===== config.mk =====
export PLATFORM = sky130hd
export DESIGN_NAME = fp_align_sequencer
export DESIGN_NICKNAME = d
export VERILOG_FILES = /design/src/rtl/fp_align_pkg.sv /design/src/rtl/fp_align_step_shifter.sv /design/src/rtl/fp_align_sequencer.sv
export SDC_FILE = /design/constraint.sdc
export NUM_CORES = 1
export LEC_CHECK = 0
export CAP_MARGIN = 20
export CELL_PAD_IN_SITES_DETAIL_PLACEMENT = 1
export CELL_PAD_IN_SITES_GLOBAL_PLACEMENT = 1
export CORE_ASPECT_RATIO = 1.2
export CORE_MARGIN = 4
export CORE_UTILIZATION = 44
export DETAILED_ROUTE_END_ITERATION = 12
export PLACE_DENSITY = 0.86
export SYNTH_ARGS = -nofsm -noshare
export SYNTH_HDL_FRONTEND = slang
export SYNTH_SLANG_ARGS = --single-unit

===== constraint.sdc =====
create_clock -name clk -period 7.8 [get_ports clk]
set_input_delay 1.56 -clock clk [delete_from_list [all_inputs] [get_ports clk]]
set_output_delay 1.56 -clock clk [all_outputs]
set_load 0.1 [all_outputs]

===== src/rtl/fp_align_pkg.sv =====
// Shared types and helpers for the FP adder alignment front end.
// Build option: FP_ALIGN_FAST_PATH_EN (consumed by fp_align_sequencer).
package fp_align_pkg;

    localparam int N     = 24;
    localparam int EXP_W = 8;
    localparam int STEP  = 4;

    typedef enum logic [1:0] {
        IDLE  = 2'd0,
        CMP   = 2'd1,
        SHIFT = 2'd2,
        DONE  = 2'd3
    } align_state_e;

    typedef struct packed {
        logic             sign;
        logic [EXP_W-1:0] eff_exp;
        logic [N-1:0]     sig;
    } fp_unpacked_t;

    // Denormals get hidden bit 0 and effective exponent 1 so they line up with the smallest normals.
    function automatic fp_unpacked_t unpack_fp(input logic [31:0] f);
        fp_unpacked_t u;
        u.sign = f[31];
        if (f[30:23] == '0) begin
            u.eff_exp = EXP_W'(1);
            u.sig     = {1'b0, f[22:0]};
        end else begin
            u.eff_exp = f[30:23];
            u.sig     = {1'b1, f[22:0]};
        end
        return u;
    endfunction

endpackage


===== src/rtl/fp_align_step_shifter.sv =====
// One alignment slice: right-shift by i_k, folding every bit that leaves the LSB into bit 0.
// Bit 0 is itself part of the shifted-out set, so an existing sticky bit is preserved.
module fp_align_step_shifter #(
    parameter int W   = 27,
    parameter int K_W = 5
) (
    input  logic [W-1:0]   i_in,
    input  logic [K_W-1:0] i_k,
    output logic [W-1:0]   o_out
);

    logic w_lost;

    always_comb begin
        w_lost = 1'b0;
        for (int i = 0; i < W; i++) begin
            if (i < int'(i_k))
                w_lost = w_lost | i_in[i];
        end
        o_out    = i_in >> i_k;
        o_out[0] = o_out[0] | w_lost;
    end

endmodule


===== src/rtl/fp_align_sequencer.sv =====
// Multi-cycle operand alignment controller: order by exponent, then shift the smaller significand.
// Build option: FP_ALIGN_FAST_PATH_EN lets d==0 / full-clamp operations skip the SHIFT state.
module fp_align_sequencer
    import fp_align_pkg::align_state_e, fp_align_pkg::fp_unpacked_t, fp_align_pkg::unpack_fp,
           fp_align_pkg::IDLE, fp_align_pkg::CMP, fp_align_pkg::SHIFT, fp_align_pkg::DONE;
#(
    parameter int N     = fp_align_pkg::N,
    parameter int EXP_W = fp_align_pkg::EXP_W,
    parameter int STEP  = fp_align_pkg::STEP
) (
    input  logic             clk,
    input  logic             rst_n,
    input  logic             in_valid,
    output logic             in_ready,
    input  logic [31:0]      op_a,
    input  logic [31:0]      op_b,
    output logic             out_valid,
    input  logic             out_ready,
    output logic [N-1:0]     big_man,
    output logic [N-1:0]     small_man,
    output logic [2:0]       grs,
    output logic [EXP_W-1:0] exp_out,
    output logic             sign_big,
    output logic             sign_small
);

    localparam int SH_W  = N + 3;
    localparam int CNT_W = $clog2(SH_W + 1);

    align_state_e r_state, w_state_nxt;

    logic [31:0]      r_op_a, r_op_b;
    logic [SH_W-1:0]  r_sh;
    logic [CNT_W-1:0] r_rem;
    logic [N-1:0]     r_big_man;
    logic [EXP_W-1:0] r_exp;
    logic             r_sign_big, r_sign_small;

    fp_unpacked_t     w_ua, w_ub, w_big, w_small;
    logic             w_swap;
    logic [EXP_W-1:0] w_diff;
    logic [CNT_W-1:0] w_d;
    logic [CNT_W-1:0] w_k;
    logic [SH_W-1:0]  w_sh_nxt;
    logic             w_fast;

    // Operand ordering and clamped exponent difference, evaluated in CMP.
    always_comb begin
        w_ua    = unpack_fp(r_op_a);
        w_ub    = unpack_fp(r_op_b);
        w_swap  = w_ub.eff_exp > w_ua.eff_exp;
        w_big   = w_swap ? w_ub : w_ua;
        w_small = w_swap ? w_ua : w_ub;
        w_diff  = w_big.eff_exp - w_small.eff_exp;
        w_d     = (w_diff > EXP_W'(SH_W)) ? CNT_W'(SH_W) : w_diff[CNT_W-1:0];
`ifdef FP_ALIGN_FAST_PATH_EN
        w_fast  = (w_d == '0) || (w_d == CNT_W'(SH_W));
`else
        w_fast  = 1'b0;
`endif
    end

    assign w_k = (r_rem > CNT_W'(STEP)) ? CNT_W'(STEP) : r_rem;

    fp_align_step_shifter #(
        .W   (SH_W),
        .K_W (CNT_W)
    ) u_step_shifter (
        .i_in  (r_sh),
        .i_k   (w_k),
        .o_out (w_sh_nxt)
    );

    always_ff @(posedge clk or negedge rst_n) begin
        if (!rst_n)
            r_state <= IDLE;
        else
            r_state <= w_state_nxt;
    end

    always_comb begin
        w_state_nxt = r_state;
        case (r_state)
            IDLE:    if (in_valid) w_state_nxt = CMP;
            CMP:     w_state_nxt = w_fast ? DONE : SHIFT;
            SHIFT:   if (r_rem == w_k) w_state_nxt = DONE;
            DONE:    if (out_ready) w_state_nxt = IDLE;
            default: w_state_nxt = IDLE;
        endcase
    end

    always_comb begin
        in_ready  = (r_state == IDLE);
        out_valid = (r_state == DONE);
    end

    always_ff @(posedge clk or negedge rst_n) begin
        if (!rst_n) begin
            r_op_a       <= '0;
            r_op_b       <= '0;
            r_sh         <= '0;
            r_rem        <= '0;
            r_big_man    <= '0;
            r_exp        <= '0;
            r_sign_big   <= 1'b0;
            r_sign_small <= 1'b0;
        end else begin
            case (r_state)
                IDLE: begin
                    if (in_valid) begin
                        r_op_a <= op_a;
                        r_op_b <= op_b;
                    end
                end
                CMP: begin
                    r_big_man    <= w_big.sig;
                    r_exp        <= w_big.eff_exp;
                    r_sign_big   <= w_big.sign;
                    r_sign_small <= w_small.sign;
                    r_rem        <= w_d;
                    r_sh         <= {w_small.sig, 3'b000};
`ifdef FP_ALIGN_FAST_PATH_EN
                    // A full clamp leaves only the sticky OR of the significand.
                    if (w_d == CNT_W'(SH_W)) begin
                        r_sh  <= {{(SH_W-1){1'b0}}, |w_small.sig};
                        r_rem <= '0;
                    end
`endif
                end
                SHIFT: begin
                    r_sh  <= w_sh_nxt;
                    r_rem <= r_rem - w_k;
                end
                default: ;
            endcase
        end
    end

    assign big_man    = r_big_man;
    assign small_man  = r_sh[SH_W-1:3];
    assign grs        = r_sh[2:0];
    assign exp_out    = r_exp;
    assign sign_big   = r_sign_big;
    assign sign_small = r_sign_small;

endmodule


==> results.yml, run 1 <==
sta:
  period_needed_ns: 4.68
  finalSetupViolCount: 0
  slew_headroom_pct: 29.1
  max_slew.worst_pin.slew_ns: 1.06
  hold_viol: 0
  rsz0062_at_grt: "no"
  max_freq_mhz: 214
  slew_viol_final: 0
  skew_ns: 0.00836
  fin_setup_tns_ns: 0
  holdWs_ns: 0.501
  period_share_pct: 60.0
grt:
  grt_pass1_wl_mm: 39.9
  met3_usage_pct: 4.77
  grt.met1_usage_pct: 30.4
  grt_use_total_pct: 25.7
  antenna_found_initial: 0
  busiest_layer: "met2"
  first_global_vias: 7226
  grt_max_degree: 79
  grt_overflow: 0
  use_met2_pct: 44.3
detailed_routing:
  drc: 0
  ant_nets: 0
  routed_wirelength_mm: 24.7
  via_per_inst: 6.07
  wl_per_cell_um: 22.1
  drt-initial-drc-count: 491
  drt-pass1-iter-count: 6
  num_vias: 6779
setup_path:
  crit_path_end_kind: "register"
  cp-start-kind: "register"
  r2r_cells: 17
  critPathKind: "reg -> reg"
  cp_max_fo: 22
  cp.arrival_ns: 4.99
  cp.required_ns: 8.11
floorplanning:
  die_y_um: 152
  start_util_pct: 44.9
  dieArea_um2: 19500
  fp.coreArea_um2: 17000
  io_pins: 131
  num_rows: 52
  chipWidth_um: 128
synth:
  synth_edf_count: 0
  syn-cell-area_um2: 7630
  ys_warn_count: 0
  synth_top_family_by_area: "multiplexers"
  synth_compound_area_share_pct: 15.7
  synth_fp_nets: 871
  synth_xor_xnor_area_share_pct: 0.115
  synth_mux_area_share_pct: 18.1
  ys_ff_latch: 132
  synth_fa_ha_area_share_pct: 2.30
  synth_top_flop_cell: "dfrtp_1"
  synth-seq-area-share_pct: 43.3
  synth_cells: 789
  synth-async-reset-ratio_pct: 100
  synth_cell_types: 63
  avgSynthCellArea_um2: 9.67
  synthSimpleGateAreaFrac_pct: 15.9
run:
  maxCapViolCount: 0
clocking:
  cts_max_level: 4
  postCtsSetupBuffers: 0
  tritoncts: "done"
  ctsHoldBuffers: 0
  clock_latency_ns: 0.43
  cts_inserted_buffers: 17
  cts_buffer_depth: 2
  clk_pin_slew_ns: 0.06
  cts-root-buf: "clkbuf_16"
  numClockSinks: 132
  ctsResizeCount: 0
placement:
  finalWeightedCongestion: 0.858
  dp_hpwl_mm: 16.4
  io_buffer_count: 130
finish:
  layout-drive-gt1-share_pct: 18.2
  fill_cells: 1843
  areaGrowthSynthToFinish_pct: 27.3
  diodes: 0
  nNetsFinal: 970
  layout_commonest_cell: "dfrtp_1"
  mostFrequentLayoutCells: "132 x dfrtp_1, 129 x nand2_1, 129 x clkdlybuf4s50_1"
outcome:
  outcome: "completed"
hold_path:
  hold_depth: 2
  hp-class: "reg -> reg"
-- per-layer routing --
layer  vias to the layer above  part of all wire [%]  wire [µm]
li1                       3043                     -          -
met1                      3411                    38       9470
met2                       259                    52      12900
met3                        66                   4.8       1180
met4                         0                   4.8       1200
met5                         -                     0          0
-- worst max-delay path: stages, from the launching register on --
cell       delay, ns
dfrtp_1         0.42
or4_1           0.58
nor2_2          0.16
nor2_1          0.10
inv_1           0.08
ha_1            0.14
nor2b_1         0.04
o21bai_1        0.33
a21o_1          0.59
nand4_1         0.26
a21boi_0        0.19
ha_1            0.20
a311oi_2        0.28
a21boi_0        0.21
nand4bb_1       0.25
o22a_1          0.23
and4b_4         0.24
a31o_1          0.23
-- cell usage after synthesis (3+ instances only) --
cell      count  area share [%]
o21ai_0      35             2.3
or3_1         3            0.25
a211oi_1     19             1.9
nand2_2       3            0.25
inv_1        25             1.2
o221ai_1      3            0.34
a31oi_1      43             3.5
nor2b_1      10            0.82
mux2i_1       9             1.2
nand3b_1      4            0.39
nand3_1      15            0.98
nand4_1       4            0.33
mux4_2       16             4.7
a21o_1        6            0.59
clkbuf_1     49             2.4
nor3_1        4            0.26
dfrtp_1     132              43
and3_1       15             1.2
nor4_1        5            0.41
buf_2         3            0.20
a22oi_1       3            0.30
a22o_1        3            0.34
mux2_2       83              12
ha_1         14             2.3
a21oi_1      33             2.2
nand2_1     130             6.4
nor2_1       57             2.8
buf_1         5            0.25
o211ai_1     11             1.1
nand4b_1      3            0.34
nor2_2        3            0.25
buf_4         3            0.30
-- per-stage QoR --
stage	worst slack (ns)	util (%)	std cells	instance area, µm²
final	3.12	57.2	1117	9720
after global placement	3.44	53.3	1084	9050
after floorplan	3.86	-	789	7630
after CTS	3.19	57.1	1116	9700
after detailed placement	3.25	53.3	1084	9050
after global routing	2.84	57.2	1117	9720
-- final timing paths --
kind,slack [ns],end,startpoint
min in group asynchronous,1.17,r_op_b[10],rst_n
worst min-delay path,0.50,r_sh[0],r_sh[0]
worst min register to register,0.50,r_sh[0],r_sh[0]
worst max-delay path,3.12,r_rem[2],r_op_a[27]
worst max register to register,3.12,r_rem[2],r_op_a[27]
max in group asynchronous,5.41,r_rem[1],rst_n
-- logic make-up after synthesis --
family	Yosys count
AOI/OAI and AO/OA	180
adders and majority gates	14
xor gates and xnor gates	1
other	1
buffers and inverters	86
muxes	108
DFF	132
and+or+nand+nor	267
-- sequential cells by signal (all words and copies together) (netlist names) --
register and count:
sign_big 1, r_sh 27, big_man 24, sign_small 1, r_op_b 32, r_rem 5, r_op_a 32, r_state 2
exp_out 8
-- layout make-up --
cell class / count / area [µm²] / share of cell area (%)
flip-flops and latches: 132 / 3300 / 34.0
clock buffers: 18 / 439 / 4.52
inverters: 25 / 93.8 / 0.966
well taps: 216 / 270 / 2.78
clock inverters: 14 / 213 / 2.19
repair buffers: 141 / 1390 / 14.3
multi-input cells: 571 / 4000 / 41.2
Power of run 1 is left out: the tool's default activity adds up to more than one toggle a clock period on the data nets, which glitch-free logic cannot reach.
==> inputs of run 2 (changes only) <==
CORE_UTILIZATION = 41   (was 44)
PLACE_DENSITY = 0.81   (was 0.86)
clock period = 4.9 ns   (was 7.8 ns; I/O delays follow)
==> results.yml, run 2 (synthesis gave the netlist of run 1 again) <==
finish:
  areaGrowthSynthToFinish_pct: 27.6
  reg_top3: "r_op_a: 32 flops, r_op_b: 32 flops, r_sh: 27 flops"
  layout-drive-gt1-share_pct: 18.3
  diodes: 0
  layout_commonest_cell: "dfrtp_1"
  mostFrequentLayoutCells: "132 x dfrtp_1, 129 x nand2_1, 129 x clkdlybuf4s50_1"
  nNetsFinal: 973
  fill_cells: 2013
  final_core_util_pct: 53.4
detailed_routing:
  num_vias: 6612
  routed_wirelength_mm: 23.8
  wl_per_cell_um: 21.1
  via_per_inst: 5.86
  drt-initial-drc-count: 495
  drc: 0
  drt-pass1-iter-count: 5
  ant_nets: 0
run:
  maxCapViolCount: 0
setup_path:
  slowest_stage: "or4_1"
  crit_path_end_kind: "register"
  cp-start-kind: "register"
  cp.required_ns: 5.21
  critPathKind: "reg -> reg"
  reg2reg_slack_ns: 0.49
  cp_max_fo: 22
  crit_chain: "or4_1, nor2_2, nor2_1, inv_1, ha_1, nand4_1, or3_1, nand2_4, nand4_1, a21boi_0, ha_1, a311oi_2, a21boi_0, nand4bb_1, o22a_1, and4b_4, a31o_1"
  cp.arrival_ns: 4.71
  critPathMaxStageDelay_ns: 0.57
outcome:
  outcome: "completed"
clocking:
  clk_pin_slew_ns: 0.06
  cts_buffer_depth: 2
  clock_latency_ns: 0.42
  ctsHoldBuffers: 0
  tritoncts: "done"
  cts_max_level: 4
  numClockSinks: 132
  cts_inserted_buffers: 17
  cts-root-buf: "clkbuf_16"
grt:
  grt_max_degree: 105
  antenna_found_initial: 0
  first_global_vias: 6936
  grt_use_total_pct: 23.1
  grt_pass1_wl_mm: 38.0
  grt_overflow: 0
sta:
  max_freq_mhz: 227
  period_share_pct: 89.9
  slew_viol_final: 0
  max_slew.worst_pin.slew_ns: 1.04
  rsz0062_at_grt: "no"
  fin_ws_ns: 0.494
  period_needed_ns: 4.41
  finalSetupViolCount: 0
  holdWs_ns: 0.494
  skew_ns: 0.00837
  fin_setup_tns_ns: 0
  slew_headroom_pct: 30.6
  hold_viol: 0
floorplanning:
  dieArea_um2: 20900
  io_pins: 131
  num_rows: 54
  chipWidth_um: 133
  die_y_um: 157
  fp.coreArea_um2: 18200
  start_util_pct: 41.8
hold_path:
  hp-class: "reg -> reg"
placement:
  finalWeightedCongestion: 0.846
  pre_cts_ws_ns: 0.385
  dp_hpwl_mm: 16.0
  io_buffer_count: 130
==> run 2: final timing paths <==
kind / to / start / cells past startpoint
worst max-delay path: r_rem[2] / r_op_a[28] / 17
worst min-delay path: r_sh[0] / r_sh[0] / 2
worst max register to register: r_rem[2] / r_op_a[28] / 17
worst min register to register: r_sh[0] / r_sh[0] / 2
max in group asynchronous: r_sh[25] / rst_n / 2
min in group asynchronous: big_man[13] / rst_n / 1
==> run 2: metal layers <==
metal | wire [µm] | vias to the layer above | share of wire (%) | track usage [%]
li1 | - | 3053 | - | -
met1 | 9580 | 3363 | 40 | 27.8
met2 | 12500 | 160 | 53 | 41.4
met3 | 912 | 36 | 3.8 | 3.84
met4 | 776 | 0 | 3.3 | 9.65
met5 | 0 | - | 0 | 0
==> run 2: cell type report <==
type,count,area [µm²],area share [%]
sequential,132,3300,33.9
tap,224,280,2.88
clock inverter,13,198,2.03
timing repair buffer,144,1420,14.6
inverter,25,93.8,0.964
multi-input combinational,571,4010,41.2
clock buffer,19,433,4.45
==> run 2: critical path, delay by kind of cell (launching register included) <==
kind                       cells  cell delay, ns
adders and majority gates      2            0.35
AOI/OAI and AO/OA              5            1.11
DFF                            1            0.43
buffers and inverters          1            0.08
and+or+nand+nor                9            2.32
==> run 2: per-stage QoR <==
| stage | cells | area [µm²] |
|---|---|---|
| floorplan | 789 | 7630 |
| global route | 1128 | 9740 |
| finish | 1128 | 9740 |
| CTS | 1128 | 9730 |
| global placement | 1096 | 9100 |
| detailed placement | 1096 | 9100 |
==> run 2: what timing repair did <==
item | CTS | global route
setup endpoints to repair | 0 | 1
setup buffers | 0 | 0
resized for setup | 0 | 1
Power of run 2 is left out for the same reason.
==> inputs of run 3 (changes only) <==
CAP_MARGIN = unset   (was 20)
REMOVE_ABC_BUFFERS = 1   (was unset)
==> results.yml, run 3 (synthesis gave the netlist of run 1 again) <==
finish:
  mostFrequentLayoutCells: "132 x dfrtp_1, 129 x nand2_1, 129 x clkdlybuf4s50_1"
  nNetsFinal: 972
  areaGrowthSynthToFinish_pct: 27.0
  finalNonFillerCells: 1126
  layout_commonest_cell: "dfrtp_1"
  diodes: 0
  final_core_util_pct: 53.1
  layout-drive-gt1-share_pct: 18.3
  reg_top3: "r_op_a: 32 flops, r_op_b: 32 flops, r_sh: 27 flops"
  fill_cells: 2015
grt:
  first_global_vias: 6962
  grt_overflow: 0
  grt_use_total_pct: 22.1
  grt_pass1_wl_mm: 37.4
  grt_max_degree: 106
  antenna_found_initial: 0
setup_path:
  r2r_cells: 17
  reg2reg_slack_ns: 0.52
  cp-start-kind: "register"
  cp_max_fo: 6
  r2r-end: "r_rem[2]"
  critPathKind: "reg -> reg"
  cp.arrival_ns: 4.70
  crit_path_end_kind: "register"
  cp.required_ns: 5.22
  reg2reg_from: "r_op_b[27]"
run:
  maxCapViolCount: 0
clocking:
  cts_max_level: 4
  tritoncts: "done"
  postCtsSetupBuffers: 0
  cts-root-buf: "clkbuf_16"
  ctsResizeCount: 0
  clock_latency_ns: 0.43
  ctsHoldBuffers: 0
  cts_inserted_buffers: 17
  cts_buffer_depth: 2
  numClockSinks: 132
  clk_pin_slew_ns: 0.06
sta:
  max_freq_mhz: 228
  rsz0062_at_grt: "no"
  skew_ns: 0.0116
  period_needed_ns: 4.38
  max_slew.worst_pin.slew_ns: 1.05
  period_share_pct: 89.4
  slew_headroom_pct: 29.9
  slew_viol_final: 0
  hold_viol: 0
  fin_setup_tns_ns: 0
  finalSetupViolCount: 0
floorplanning:
  io_pins: 131
  die_y_um: 157
  num_rows: 54
  start_util_pct: 41.8
  chipWidth_um: 133
  fp.coreArea_um2: 18200
  dieArea_um2: 20900
placement:
  dp_hpwl_mm: 15.3
  dp.cells: 1095
  finalWeightedCongestion: 0.877
  io_buffer_count: 130
detailed_routing:
  wl_per_cell_um: 20.1
  drt-initial-drc-count: 315
  ant_nets: 0
  drc: 0
  via_per_inst: 5.89
  num_vias: 6630
  drt-pass1-iter-count: 4
  routed_wirelength_mm: 22.6
outcome:
  outcome: "completed"
hold_path:
  worst_hold_path.endpoint: "r_sh[0]"
  hold_depth: 2
  hp-class: "reg -> reg"
  hold_start: "r_sh[0]"
-- run 3: changes by cell type in the layout (fill, tap and decap cells not counted), sizes merged --
| cell | before | now |
|---|---|---|
| buf | 15 | 14 |
| inv | 28 | 27 |
| clkinvlp | 3 | 5 |
| bufinv | 4 | 2 |
-- run 3: cell type report --
type	instances	area [µm²]	share of cell area, %
clock buffers	19	453	4.67
clock inverters	12	130	1.34
inverters	25	93.8	0.968
multi-input cells	571	4010	41.4
flip-flops and latches	132	3300	34.1
well taps	224	280	2.89
repair buffers	143	1430	14.7
-- run 3: worst max-delay path: stages, from the launching register on --
cell	delay (ns)
dfrtp_1	0.44
nor4_1	0.41
nand2_1	0.16
nand2b_1	0.20
inv_1	0.08
ha_1	0.32
nand4_1	0.18
or3_1	0.41
nand2_2	0.08
nand4_1	0.16
a21boi_0	0.19
ha_1	0.21
a311oi_2	0.30
a21boi_0	0.20
nand4bb_1	0.24
o22a_1	0.23
and4b_4	0.24
a31o_1	0.22
-- run 3: how the worst max path moves through the flow --
stage	startpoint	to	depth (start not counted)
5_1_grt	r_op_b[27]	r_rem[2]	17
6_report	r_op_b[27]	r_rem[2]	17
3_3_place_gp	r_op_b[28]	r_rem[2]	17
3_5_place_dp	r_op_b[27]	r_rem[2]	17
2_1_floorplan	r_op_a[24]	r_rem[1]	18
4_1_cts	r_op_b[27]	r_rem[2]	17
-- run 3: through the flow --
stage | instance area (µm²) | setup WS, ns | hold slack (ns)
after floorplan | 7380 | 0.0706 | 0.493
after global placement | 9110 | 0.768 | 0.481
after detailed placement | 9110 | 0.621 | 0.492
after CTS | 9690 | 0.522 | 0.505
after global routing | 9690 | 0.220 | 0.540
final | 9690 | 0.521 | 0.503
-- run 3: layer usage --
| metal | global-route usage (%) | share of wire, % |
|---|---|---|
| met5 | 0 | 0 |
| met4 | 6.63 | 1.9 |
| met3 | 4.32 | 3.9 |
| met2 | 39.1 | 51 |
| met1 | 27.6 | 43 |
Power of run 3 is left out for the same reason.
